## config.mk

```make
export PLATFORM = sky130hd
export DESIGN_NAME = scmi_doorbell_arbiter
export DESIGN_NICKNAME = d
export VERILOG_FILES = /design/src/rtl/scmi_doorbell_arbiter.sv
export SDC_FILE = /design/constraint.sdc
export NUM_CORES = 1
export LEC_CHECK = 0
export ABC_CLOCK_PERIOD_IN_PS = 7800
export CAP_MARGIN = 20
export CORE_ASPECT_RATIO = 1.1
export CORE_MARGIN = 1.5
export CORE_UTILIZATION = 43
export DETAILED_ROUTE_END_ITERATION = 10
export PLACE_DENSITY = 0.79
export RECOVER_POWER = 50
export REMOVE_ABC_BUFFERS = 1
export SETUP_SLACK_MARGIN = 0.4
export SYNTH_ARGS = -nofsm -noshare
export SYNTH_HDL_FRONTEND = slang
export SYNTH_SLANG_ARGS = --single-unit
```

## constraint.sdc

```tcl
create_clock -name clk_i -period 7.8 [get_ports clk_i]
set_clock_uncertainty 0.15 [all_clocks]
set_input_delay 2.34 -clock clk_i [delete_from_list [all_inputs] [get_ports clk_i]]
set_output_delay 2.34 -clock clk_i [all_outputs]
set_load 0.005 [all_outputs]
```

## src/rtl/scmi_doorbell_arbiter.sv

```systemverilog
// scmi_doorbell_arbiter
//   Converts per-channel level doorbells from the SCMI mailbox into sticky pending bits,
//   round-robin arbitrates pending unmasked channels and offers one channel at a time to
//   the PMS core as a valid/ready interrupt token.
//
// Ports
//   clk_i          clock
//   rst_i          asynchronous active-high reset
//   doorbell_i     level doorbell IRQs (synchronous to clk_i)
//   mask_i         1 = channel excluded from arbitration (pending still recorded)
//   irq_valid_o    interrupt token valid
//   chan_id_o      granted channel; stable while irq_valid_o && !irq_ready_i
//   irq_ready_i    core accepts token
//   pending_o      current pending bits
//   overrun_o      sticky overrun flags
//   overrun_clr_i  per-bit clear pulse for overrun_o
module scmi_doorbell_arbiter #(
  parameter int unsigned NumChannels = 64,
  localparam int unsigned ChanIdWidth = $clog2(NumChannels)
) (
  input  logic                   clk_i,
  input  logic                   rst_i,
  input  logic [NumChannels-1:0] doorbell_i,
  input  logic [NumChannels-1:0] mask_i,
  output logic                   irq_valid_o,
  output logic [ChanIdWidth-1:0] chan_id_o,
  input  logic                   irq_ready_i,
  output logic [NumChannels-1:0] pending_o,
  output logic [NumChannels-1:0] overrun_o,
  input  logic [NumChannels-1:0] overrun_clr_i
);

  localparam logic [ChanIdWidth-1:0] LastIdx = ChanIdWidth'(NumChannels - 1);

  typedef enum logic {StIdle, StOffer} state_e;

  state_e                 state_q, state_d;
  logic [NumChannels-1:0] hist_q;
  logic [NumChannels-1:0] pending_q, pending_d;
  logic [NumChannels-1:0] overrun_q, overrun_d;
  logic [ChanIdWidth-1:0] ptr_q, ptr_d;
  logic [ChanIdWidth-1:0] chan_q, chan_d;

  logic [NumChannels-1:0] rise;
  logic [NumChannels-1:0] clr_vec;
  logic [NumChannels-1:0] eligible;
  logic                   handshake;
  logic [ChanIdWidth-1:0] grant_hi, grant_any, grant;
  logic                   found_hi;

  assign rise      = doorbell_i & ~hist_q;
  assign eligible  = pending_q & ~mask_i;
  assign handshake = (state_q == StOffer) && irq_ready_i;

  always_comb begin
    clr_vec = '0;
    if (handshake) begin
      clr_vec[chan_q] = 1'b1;
    end
  end

  // A new edge wins over a same-cycle handshake clear; such an edge is not an overrun.
  always_comb begin
    pending_d = (pending_q & ~clr_vec) | rise;
    overrun_d = (overrun_q & ~overrun_clr_i) | (rise & pending_q & ~clr_vec);
  end

  // Round-robin: lowest eligible index >= ptr, else lowest eligible overall (wrap).
  // Scanning downward lets the last hit be the lowest index.
  always_comb begin
    grant_hi  = '0;
    grant_any = '0;
    found_hi  = 1'b0;
    for (int i = int'(NumChannels) - 1; i >= 0; i--) begin
      if (eligible[i]) begin
        grant_any = ChanIdWidth'(i);
        if (ChanIdWidth'(i) >= ptr_q) begin
          grant_hi = ChanIdWidth'(i);
          found_hi = 1'b1;
        end
      end
    end
    grant = found_hi ? grant_hi : grant_any;
  end

  // FSM: state register
  always_ff @(posedge clk_i or posedge rst_i) begin
    if (rst_i) begin
      state_q <= StIdle;
    end else begin
      state_q <= state_d;
    end
  end

  // FSM: next state plus the grant / pointer registers it drives
  always_comb begin
    state_d = state_q;
    chan_d  = chan_q;
    ptr_d   = ptr_q;
    unique case (state_q)
      StIdle: begin
        if (eligible != '0) begin
          chan_d  = grant;
          state_d = StOffer;
        end
      end
      StOffer: begin
        if (irq_ready_i) begin
          ptr_d   = (chan_q == LastIdx) ? '0 : chan_q + 1'b1;
          state_d = StIdle;
        end
      end
      default: state_d = StIdle;
    endcase
  end

  // FSM: outputs
  always_comb begin
    irq_valid_o = (state_q == StOffer);
  end

  always_ff @(posedge clk_i or posedge rst_i) begin
    if (rst_i) begin
      hist_q    <= '0;
      pending_q <= '0;
      overrun_q <= '0;
      ptr_q     <= '0;
      chan_q    <= '0;
    end else begin
      hist_q    <= doorbell_i;
      pending_q <= pending_d;
      overrun_q <= overrun_d;
      ptr_q     <= ptr_d;
      chan_q    <= chan_d;
    end
  end

  assign chan_id_o = chan_q;
  assign pending_o = pending_q;
  assign overrun_o = overrun_q;

endmodule

```

==> metrics.md, run 1 <==
| Metric | Value |
|---|---|
| Outcome | `finished with violations` |
| Failing checks | `capacitance limit, slew limit` |
| Multi-input logic area | `5190 um^2` |
| RSZ-0062 raised after global routing | `false` |
| IO Pins | `330` |
| Top post-synthesis cells by area | `dfrtp_1 (48%), nand2b_1 (7.5%), o21ai_0 (5.3%), nand2_1 (4.4%), o22ai_1 (4.3%)` |
| Final setup TNS | `0 ns` |
| Root Buffer | `clkbuf_16` |
| Share of cells above drive strength 1 | `4.32%` |
| DR vias | `10.9k` |
| Hold Crit Class | `flop to flop` |
| Antenna Cells | `0` |
| FF+latch count, synth | `205` |
| Async S/R FF share, synth | `100%` |
| Post-Place Setup Slack | `2.47 ns` |
| Commonest cells in the synthesized netlist | `dfrtp_1 (205), nand2b_1 (129), nand2_1 (126), o21ai_0 (114), o22ai_1 (74)` |
| Overflow after GRT | `0` |
| Cts hold-fix bufs | `0` |
| CP endpoint kind | `async pin` |
| Core Rows | `60` |
| Final RePlAce weighted congestion | `0.966` |
| Pin count of the biggest net entering global routing | `103` |
| Area share of the largest cell type after synthesis | `47.5%` |
| Die Span Y | `169 um` |
| Post-DP HPWL | `30.7 mm` |
| Final worst slack | `2.19 ns` |
| CP Max Fanout | `102` |
| Type of origin of the critical path | `primary input` |
| Worst Path Required | `7.69 ns` |
| Max cap viols | `1` |
| WP data arrival | `5.50 ns` |
| Post-CTS Resized | `0` |
| H-tree depth | `1` |
| TritonCTS Buffers | `22` |
| Final Hold Viols | `0` |
| Fmax | `0.178 GHz` |
| Nets | `1711` |
| # fillers | `2080` |
| Kind of critical path | `primary input to async pin` |
| Post-synthesis sequential area ratio | `47.5%` |
| CTS tree | `yes` |
| DRT Pass-1 Iters | `6` |
| Routed len/inst | `22.3 um` |
| First-pass GRT wire length | `61.7 mm` |
| DRC viols | `0` |
| Clock Sinks | `205` |
| Fin. max-slew vios | `52` |
| Max-slew headroom | `-79.7%` |
| Detail Route Antenna Nets | `0` |
| Syn-to-layout area delta | `39.5%` |
| CTS clk-pin slew, worst paths | `0.06 ns` |
| Power Total | `3.71 mW` |
| Die X | `154 um` |
| Worst Tran Pin Value | `2.70 ns` |
| Fin crit period | `5.61 ns` |
| Post-CTS setup repair buffer count | `0` |
| Most frequent cell after synthesis | `dfrtp_1` |
| Synth Warn # | `0` |
| GRT Total Usage | `30.8%` |
| Core area | `24500 um^2` |
| Most common flop cell mapped by yosys | `dfrtp_1` |
| VDD IR max | `0.172 mV` |
| EDFF count, synth | `0` |
| Post-Syn Area | `10800 um^2` |
| Fin crit share | `71.9%` |
| Number of distinct library cells after synthesis | `80` |
| Final setup vio count | `0` |
| Vias in the first global route | `10.8k` |
| Port buffer count | `329` |
| Register area | `5130 um^2` |
| Leakage | `5.93 nW` |
| Initial core utilization | `44.0%` |
| Mapped Cells | `1193` |
| Mapped Avg Cell Area | `9.04 um^2` |
| Worst skew pair latency | `0.52 ns` |
| Post-synth top area cell | `dfrtp_1` |
| WHS | `0.352 ns` |
| Total Wirelength | `40.9 mm` |
| Power Density | `247 nW/um^2` |
| Die footprint | `26100 um^2` |
| Clk buf depth | `3` |
| Post-DR vias/cell | `5.92` |
| Antenna violations before repair | `2` |
| Initial drt markers | `1002` |
==> worst paths after layout <==
| kind | slack, ns | cells after the start | to | startpoint |
|---|---|---|---|---|
| max in group clk_i | 3.00 | 9 | chan_id_o[0] | mask_i[23] |
| min | 0.35 | 2 | pending_o[41] | hist_q[41] |
| min reg2reg | 0.35 | 2 | pending_o[41] | hist_q[41] |
| min in group asynchronous | 2.31 | 2 | pending_o[35] | rst_i |
| max reg2reg | 4.20 | 9 | chan_id_o[0] | ptr_q[0] |
| max | 2.19 | 3 | pending_o[10] | rst_i |
==> final cells by class <==
| class | count | share of cell area, % |
|---|---|---|
| clock buffers | 29 | 4.11 |
| clock inverters | 8 | 0.640 |
| inverters | 71 | 1.82 |
| multi-input cells | 877 | 34.5 |
| flip-flops and latches | 205 | 34.1 |
| well taps | 310 | 2.58 |
| repair buffers | 338 | 22.3 |
==> layout by cell type (no fill, tap or decap), types with 9 or more instances in the layout <==
cell type / Yosys / routed
clkbuf_16: 0 / 23
clkdlybuf4s50_1: 0 / 224
o21ai_0: 114 / 114
dlygate4sd3_1: 0 / 105
a21oi_1: 61 / 61
nor2_1: 45 / 45
nand2b_1: 129 / 129
a21o_1: 11 / 11
a211oi_1: 16 / 16
nand2_1: 126 / 126
nor3_1: 13 / 13
nor2b_1: 50 / 50
a31oi_1: 9 / 9
nand3_1: 22 / 22
dfrtp_1: 205 / 205
nand4_1: 23 / 23
inv_1: 71 / 70
o21a_1: 10 / 10
nor4_1: 11 / 11
o22ai_1: 74 / 74
o211ai_1: 14 / 14
==> power by group <==
group | switching [mW] | total [mW] | leakage [nW] | internal [mW]
clock network | 0.428 | 1.05 | 0.351 | 0.622
logic | 0.835 | 1.37 | 3.33 | 0.537
registers | 0.121 | 1.29 | 2.25 | 1.17
total | 1.38 | 3.71 | 5.93 | 2.33
==> per-stage QoR <==
stage / area (um^2) / std cells / utilization, %
final: 15100 / 1838 / 61.3
after global routing: 15100 / 1838 / 61.3
after CTS: 15100 / 1838 / 61.3
after detailed placement: 14300 / 1801 / 58.4
after global placement: 14300 / 1801 / 58.4
after floorplan: 10600 / 1153 / -
==> logic make-up (layout without fill, tap and decap cells) <==
logic type / Yosys count / in the layout / share of synthesized area, %
compound gates: 394 / 394 / 23.5
xor+xnor: 2 / 2 / 0.162
fa+ha+maj: 1 / 1 / 0.116
buf+inv: 111 / 446 / 4.36
flops: 205 / 205 / 47.5
mux: 1 / 1 / 0.0928
simple gates: 479 / 479 / 24.2
==> layer usage <==
layer,routed length [um],part of all wire (%),up-vias,global-route usage (%)
li1,-,-,4993,-
met4,1650,4.0,0,12.5
met3,4310,11,92,8.15
met5,0,0,-,0
met2,18500,45,607,48.9
met1,16500,40,5188,40.2
==> sequential cells by signal (all words and copies together) (netlist names) <==
signal and flops:
hist_q 64, overrun_o 64, pending_o 64, chan_id_o 6, ptr_q 6, irq_valid_o 1
==> critical path: stages <==
cell	delay (ns)
dlygate4sd3_1	0.61
inv_8	0.50
clkbuf_1	1.96
Power figures use the tool's default switching activity.
==> run 2: changes to the inputs <==
--- a/config.mk
+++ b/config.mk
@@ -5,7 +5,7 @@
 export SDC_FILE = /design/constraint.sdc
 export NUM_CORES = 1
 export LEC_CHECK = 0
-export ABC_CLOCK_PERIOD_IN_PS = 7800
+export ABC_CLOCK_PERIOD_IN_PS = 4900
 export CAP_MARGIN = 20
 export CORE_ASPECT_RATIO = 1.1
 export CORE_MARGIN = 1.5
==> constraint.sdc (replaced) <==
create_clock -name clk_i -period 4.9 [get_ports clk_i]
set_clock_uncertainty 0.15 [all_clocks]
set_input_delay 1.47 -clock clk_i [delete_from_list [all_inputs] [get_ports clk_i]]
set_output_delay 1.47 -clock clk_i [all_outputs]
set_load 0.005 [all_outputs]
==> run 2 against run 1 <==
Effect of this change: the run still ends with capacitance limit, slew limit left; total power is 64% higher; largest cell class unchanged; final cell count up 0.87%; hold slack is essentially flat; critical path type is now primary input to flop; register-to-register slack worse by 3.0 ns; wire length increased by 1.7%; via count is 1.4% higher; flip-flop and latch count unchanged.
==> metrics.md, run 2 (synthesis results as in run 1) <==
| Metric | Value |
|---|---|
| Max-slew headroom | `-68.7% (+11 points)` |
| Switching power | `2.25 mW (+63%)` |
| Core area | `24500 um^2 (unchanged)` |
| First-pass GRT wire length | `63.6 mm (+3.1%)` |
| Worst Tran Pin Value | `2.53 ns (-0.164 ns)` |
| VDD IR max | `0.291 mV (+69%)` |
| Post-CTS Resized | `0 (unchanged)` |
| CTS tree | `yes` |
| Outcome | `finished with violations` |
| Clk pwr share | `29.0% (+0.7 points)` |
| CP endpoint kind | `flop` |
| # fillers | `2056 (-1.2%)` |
| Clk buf depth | `3 (unchanged)` |
| Total Wirelength | `41.6 mm (+1.7%)` |
| Overflow after GRT | `0 (unchanged)` |
| Reg2Reg Depth | `9 (unchanged)` |
| Worst Path Required | `5.13 ns (-2.56 ns)` |
| Max cap viols | `1 (unchanged)` |
| Cell total after placement | `1813 (+0.67%)` |
| Fin crit share | `81.0%` |
| Type of origin of the critical path | `primary input` |
| Fmax | `0.252 GHz` |
| Routed len/inst | `22.4 um (+0.79%)` |
| Hold Crit Class | `flop to flop` |
| Pin count of the biggest net entering global routing | `116 (+13%)` |
| Vias in the first global route | `11.0k (+1.7%)` |
| Switching part of the total | `37.1% (-0.17 points)` |
| Most common cell after layout, fill and taps aside | `clkdlybuf4s50_1` |
| Antenna violations before repair | `3 (+1)` |
| Uppermost routed layer | `met4` |
| Post-DP HPWL | `31.5 mm (+2.5%)` |
| Most frequent cells in the layout | `clkdlybuf4s50_1 (263), dfrtp_1 (205), nand2b_1 (129)` |
| Hold depth | `2 (unchanged)` |
| FF-to-FF setup slack | `1.19 ns (-3.01 ns)` |
| Final Instance Area | `15200 um^2 (+1.1%)` |
| Core Rows | `60 (unchanged)` |
| Die Span Y | `169 um (unchanged)` |
| WHS | `0.352 ns (+0.000179 ns)` |
| CP Max Fanout | `8 (-92%)` |
| Final Hold Viols | `0 (unchanged)` |
| WP data arrival | `4.20 ns (-1.30 ns)` |
| Crit Reg-Reg Endpoint | `chan_id_o[0]` |
| Antenna Cells | `0 (unchanged)` |
| Comb pwr share | `35.4% (-1.6 points)` |
| CTS clk-pin slew, worst paths | `0.07 ns (about the same)` |
| Met2 WL | `18.8 mm (+1.7%)` |
| Fin. max-slew vios | `114 (+120%)` |
| Worst skew pair latency | `0.51 ns (about the same)` |
| Cts hold-fix bufs | `0 (unchanged)` |
| H-tree depth | `1 (unchanged)` |
| Root Buffer | `clkbuf_16` |
| RSZ-0062 raised after global routing | `false` |
| Failing checks | `capacitance limit, slew limit` |
| Post-Place Setup Slack | `0.438 ns (-2.03 ns)` |
| Critical Path End | `chan_id_o[0]` |
| Worst r2r src | `ptr_q[1]` |
| DRC viols | `0 (unchanged)` |
| Leakage | `6.00 nW (+1.1%)` |
| Nets | `1724 (+0.76%)` |
| Met3 WL | `3.99 mm (-7.5%)` |
| Critical Path Source | `mask_i[23]` |
| Fin crit period | `3.97 ns` |
| Port buffer count | `329 (unchanged)` |
| Area after DPL | `14500 um^2 (+0.80%)` |
| Final worst slack | `0.930 ns (-1.26 ns)` |
| Detail Route Antenna Nets | `0 (unchanged)` |
| Syn-to-layout area delta | `41.1%` |
| Final setup TNS | `0 ns (unchanged)` |
| TritonCTS Buffers | `23 (+4.5%)` |
| Die footprint | `26100 um^2 (unchanged)` |
| Post-DR vias/cell | `5.95 (+0.49%)` |
| Power Density | `399 nW/um^2 (+62%)` |
| Die X | `154 um (unchanged)` |
| IO Pins | `330 (unchanged)` |
| DRT Pass-1 Iters | `6 (unchanged)` |
| Final RePlAce weighted congestion | `0.983 (+1.7%)` |
| Met1 Routed Length | `17.1 mm (+3.8%)` |
| Kind of critical path | `primary input to flop` |
| Filler-free cell count of the finished design | `1854 (+0.87%)` |
| DR vias | `11.0k (+1.4%)` |
| Initial core utilization | `44.0% (unchanged)` |
| Final setup vio count | `0 (unchanged)` |
| Share of cells above drive strength 1 | `5.63% (+1.3 points)` |
| Post-CTS setup repair buffer count | `0 (unchanged)` |
| GRT Total Usage | `31.7% (+0.86 points)` |
| Clock Sinks | `205 (unchanged)` |
| Initial drt markers | `1098 (+9.6%)` |
| Pint | `3.82 mW (+64%)` |
| Sequential share of power | `35.6% (+0.8 points)` |
-- run 2: changes by cell type in the layout (fill, tap and decap cells not counted), moves of 3 or more --
cell / previous run / this run
or2_2: 5 / 9
dlygate4sd3_1: 105 / 66
or2_0: 4 / 0
buf_4: 8 / 19
clkdlybuf4s50_1: 224 / 263
clkbuf_8: 2 / 5
-- run 2: final cells by class --
cell class	instances	area, um^2	area share [%]
multi-input combinational	877	5190	34.1
sequential	205	5130	33.7
timing repair buffer	350	3480	22.8
clock buffer	32	659	4.33
tap	310	388	2.55
inverter	71	270	1.78
clock inverter	9	110	0.723
-- run 2: routing by layer --
metal / GRT usage, % / vias to the layer above
li1: - / 5002
met2: 50.0 / 631
met5: 0 / -
met4: 12.5 / 0
met3: 7.02 / 106
met1: 42.6 / 5290
-- run 2: worst min-delay path by stage --
stage	startpoint	end	slack, ns
6_report	hist_q[46]	pending_o[46]	0.35
5_1_grt	hist_q[34]	pending_o[34]	0.38
4_1_cts	hist_q[46]	pending_o[46]	0.36
3_5_place_dp	hist_q[22]	pending_o[22]	0.35
3_3_place_gp	hist_q[54]	pending_o[54]	0.34
2_1_floorplan	hist_q[0]	pending_o[0]	0.33
-- run 2: power by group through the flow --
stage | logic [mW] | clock network (mW) | registers [mW]
after floorplan | 1.01 | 0 | 2.14
after global placement | 2.10 | 0 | 2.17
after detailed placement | 2.09 | 0 | 2.18
after CTS | 2.11 | 1.79 | 2.15
after global routing | 2.29 | 1.87 | 2.19
final | 2.15 | 1.76 | 2.16
-- run 2: worst max-delay path, stage by stage --
cell and delay, ns:
clkdlybuf4s50_1 0.47, nand2b_1 0.31, nand3_2 0.11, and3_4 0.24, or4_4 0.54, or4b_4 0.53, o32a_1 0.36, nand3_1 0.08
o211ai_1 0.09
-- run 2: metrics by stage --
step / util (%) / power, mW
after floorplan: - / 3.16
after global placement: 58.9 / 4.27
after detailed placement: 58.9 / 4.27
after CTS: 62.0 / 6.05
after global routing: 62.0 / 6.35
final: 62.0 / 6.08
==> run 3: changes to the inputs <==
--- a/config.mk
+++ b/config.mk
@@ -5,11 +5,11 @@
 export SDC_FILE = /design/constraint.sdc
 export NUM_CORES = 1
 export LEC_CHECK = 0
-export ABC_CLOCK_PERIOD_IN_PS = 4900
+export ABC_CLOCK_PERIOD_IN_PS = 3900
 export CAP_MARGIN = 20
 export CORE_ASPECT_RATIO = 1.1
 export CORE_MARGIN = 1.5
-export CORE_UTILIZATION = 43
+export CORE_UTILIZATION = 45
 export DETAILED_ROUTE_END_ITERATION = 10
 export PLACE_DENSITY = 0.79
 export RECOVER_POWER = 50
==> constraint.sdc (replaced) <==
create_clock -name clk_i -period 3.9 [get_ports clk_i]
set_clock_uncertainty 0.15 [all_clocks]
set_input_delay 1.17 -clock clk_i [delete_from_list [all_inputs] [get_ports clk_i]]
set_output_delay 1.17 -clock clk_i [all_outputs]
set_load 0.005 [all_outputs]
==> run 3 against run 2 <==
Effect of this change: the flow still finishes with violations (capacitance limit, slew limit); via count is 2.4% higher; total power grew 29%; die area shrank 4.4%; wire length grew 1.3%; sequential power up 23%; non-clock buffer count rose by 60; critical path type unchanged; critical endpoint is now chan_id_o[1].
==> metrics.md, run 3 (synthesis results as in run 1) <==
| Metric | Value |
|---|---|
| WP data arrival | `3.74 ns (-0.46 ns)` |
| Final setup vio count | `0 (unchanged)` |
| Family with the most delay on the worst path | `simple AND/OR/NAND/NOR gates` |
| CP peak stage delay | `0.59 ns (+0.05 ns)` |
| Max-slew headroom | `-24.5% (+44 points)` |
| Hold Crit Class | `flop to flop` |
| Die footprint | `24900 um^2 (-4.4%)` |
| Fmax | `0.291 GHz` |
| Clk buf depth | `3 (unchanged)` |
| Routed len/inst | `22.1 um (-1.6%)` |
| DRC viols | `0 (unchanged)` |
| First-pass GRT wire length | `63.0 mm (-1.0%)` |
| Worst Path Required | `4.21 ns (-0.92 ns)` |
| VDD IR max | `0.365 mV (+25%)` |
| Fin crit share | `88.1%` |
| Clock Sinks | `205 (unchanged)` |
| TritonCTS Buffers | `22 (-4.3%)` |
| Final RePlAce weighted congestion | `1.04 (+6.3%)` |
| Post-DR vias/cell | `5.92 (-0.49%)` |
| Share of cells above drive strength 1 | `9.48% (+3.8 points)` |
| Post-DP HPWL | `32.5 mm (+3.1%)` |
| Root Buffer | `clkbuf_16` |
| Post-CTS setup repair buffer count | `0 (unchanged)` |
| Fin crit period | `3.44 ns` |
| GRT Total Usage | `33.4% (+1.7 points)` |
| Vias in the first global route | `11.1k (+0.26%)` |
| Antenna violations before repair | `0 (-3)` |
| FF-to-FF setup slack | `0.55 ns (-0.64 ns)` |
| Cts hold-fix bufs | `0 (unchanged)` |
| Detail Route Antenna Nets | `0 (unchanged)` |
| CP Max Fanout | `3 (-5)` |
| Nets | `1783 (+3.4%)` |
| Die X | `151 um (-2.2%)` |
| Pin count of the biggest net entering global routing | `71 (-39%)` |
| CP endpoint kind | `flop` |
| Number of buffers and inverters on the critical path | `1 (unchanged)` |
| Initial drt markers | `1085 (-1.2%)` |
| DR vias | `11.3k (+2.4%)` |
| Kind of critical path | `primary input to flop` |
| DRT Pass-1 Iters | `7 (+1)` |
| Type of origin of the critical path | `primary input` |
| Worst Tran Pin Value | `1.86 ns (-0.674 ns)` |
| Syn-to-layout area delta | `45.5%` |
| Max cap viols | `1 (unchanged)` |
| CTS clk-pin slew, worst paths | `0.06 ns (about the same)` |
| Power Density | `501 nW/um^2 (+26%)` |
| Most common cell after layout, fill and taps aside | `clkdlybuf4s50_1` |
| Final Hold Viols | `0 (unchanged)` |
| Final Instance Area | `15700 um^2 (+3.1%)` |
| Area after DPL | `14900 um^2 (+3.1%)` |
| CTS tree | `yes` |
| WHS | `0.350 ns (-0.00144 ns)` |
| Total Wirelength | `42.1 mm (+1.3%)` |
| Core area | `23600 um^2 (-3.8%)` |
| Port buffer count | `329 (unchanged)` |
| Failing checks | `capacitance limit, slew limit` |
| H-tree depth | `1 (unchanged)` |
| Outcome | `finished with violations` |
| CP cell instances | `clkdlybuf4s50_1 > nand2b_4 > a311oi_1 > o21a_1 > or4_4 > or4b_4 > nor3_4 > and3_1 > o31a_1` |
| Die Span Y | `165 um (-2.2%)` |
| Overflow after GRT | `0 (unchanged)` |
| Final core occ | `66.5% (+4.5 points)` |
| # fillers | `1963 (-4.5%)` |
| IO Pins | `330 (unchanged)` |
| Worst skew pair latency | `0.52 ns (about the same)` |
| Core Rows | `59 (-1.7%)` |
| Critical-path top delay cell | `or4b_4` |
| Antenna Cells | `0 (unchanged)` |
| Fin. max-slew vios | `39 (-66%)` |
| Initial core utilization | `45.7% (+1.7 points)` |
| RSZ-0062 raised after global routing | `true` |
| Most frequent cells in the layout | `clkdlybuf4s50_1 (263), dfrtp_1 (203), nand2b_1 (127)` |
| Leakage | `6.31 nW (+5.2%)` |
## run 3: cell count changes in the layout (fill, tap and decap cells not counted), sizes merged
cell / before / now
buf: 21 / 81
clkinv: 6 / 3
clkbuf: 32 / 34
clkinvlp: 1 / 2
inv: 71 / 70
## run 3: cell type report
class	instances	area (um^2)	area share (%)
Multi-Input combinational cell	877	5230	33.3
Sequential cell	205	5130	32.7
Clock buffer	34	677	4.31
Clock inverter	6	86.3	0.550
Tap cell	305	382	2.43
Inverter	71	268	1.71
Timing Repair Buffer	410	3930	25.0
## run 3: worst paths after layout
path	start	end	cells past startpoint
max	mask_i[20]	chan_id_o[1]	9
min	hist_q[11]	pending_o[11]	2
max reg2reg	ptr_q[0]	chan_id_o[1]	8
min reg2reg	hist_q[11]	pending_o[11]	2
max in group asynchronous	rst_i	pending_o[6]	3
min in group asynchronous	rst_i	overrun_o[33]	2
## run 3: stage by stage
step	power, mW	setup TNS, ns	setup WS [ns]	cells
CTS	7.81	0	0.467	1908
detailed placement	5.60	-0.146	-0.0755	1868
floorplan	3.97	-618.23	-3.02	1153
global placement	5.59	-0.140	-0.0509	1868
finish	7.87	0	0.464	1908
global route	8.19	0	0.377	1908
## run 3: what timing repair did
action	4_1_cts	5_1_grt
gates resized for setup	0	9
endpoints found under the setup margin	0	6
endpoints found under the hold margin	0	0
## run 3: tightest hold or removal path: stages, from the launching register on
cell and delay [ns]:
dfrtp_1 0.31, nand2b_1 0.11, nand2_1 0.05
## run 3: power breakdown
part	internal, mW	total [mW]	switching (mW)
clock	1.33	2.19	0.862
combinational	1.33	3.03	1.71
sequential	2.34	2.65	0.307
total	4.99	7.87	2.88
## run 3: routing by layer
layer  track usage [%]  wire length (um)  vias up
met5                 0                 0        -
met4              14.0              1890        0
met3              7.77              4190      100
met2              54.3             19200      653
met1              42.9             16800     5412
li1                  -                 -     5130
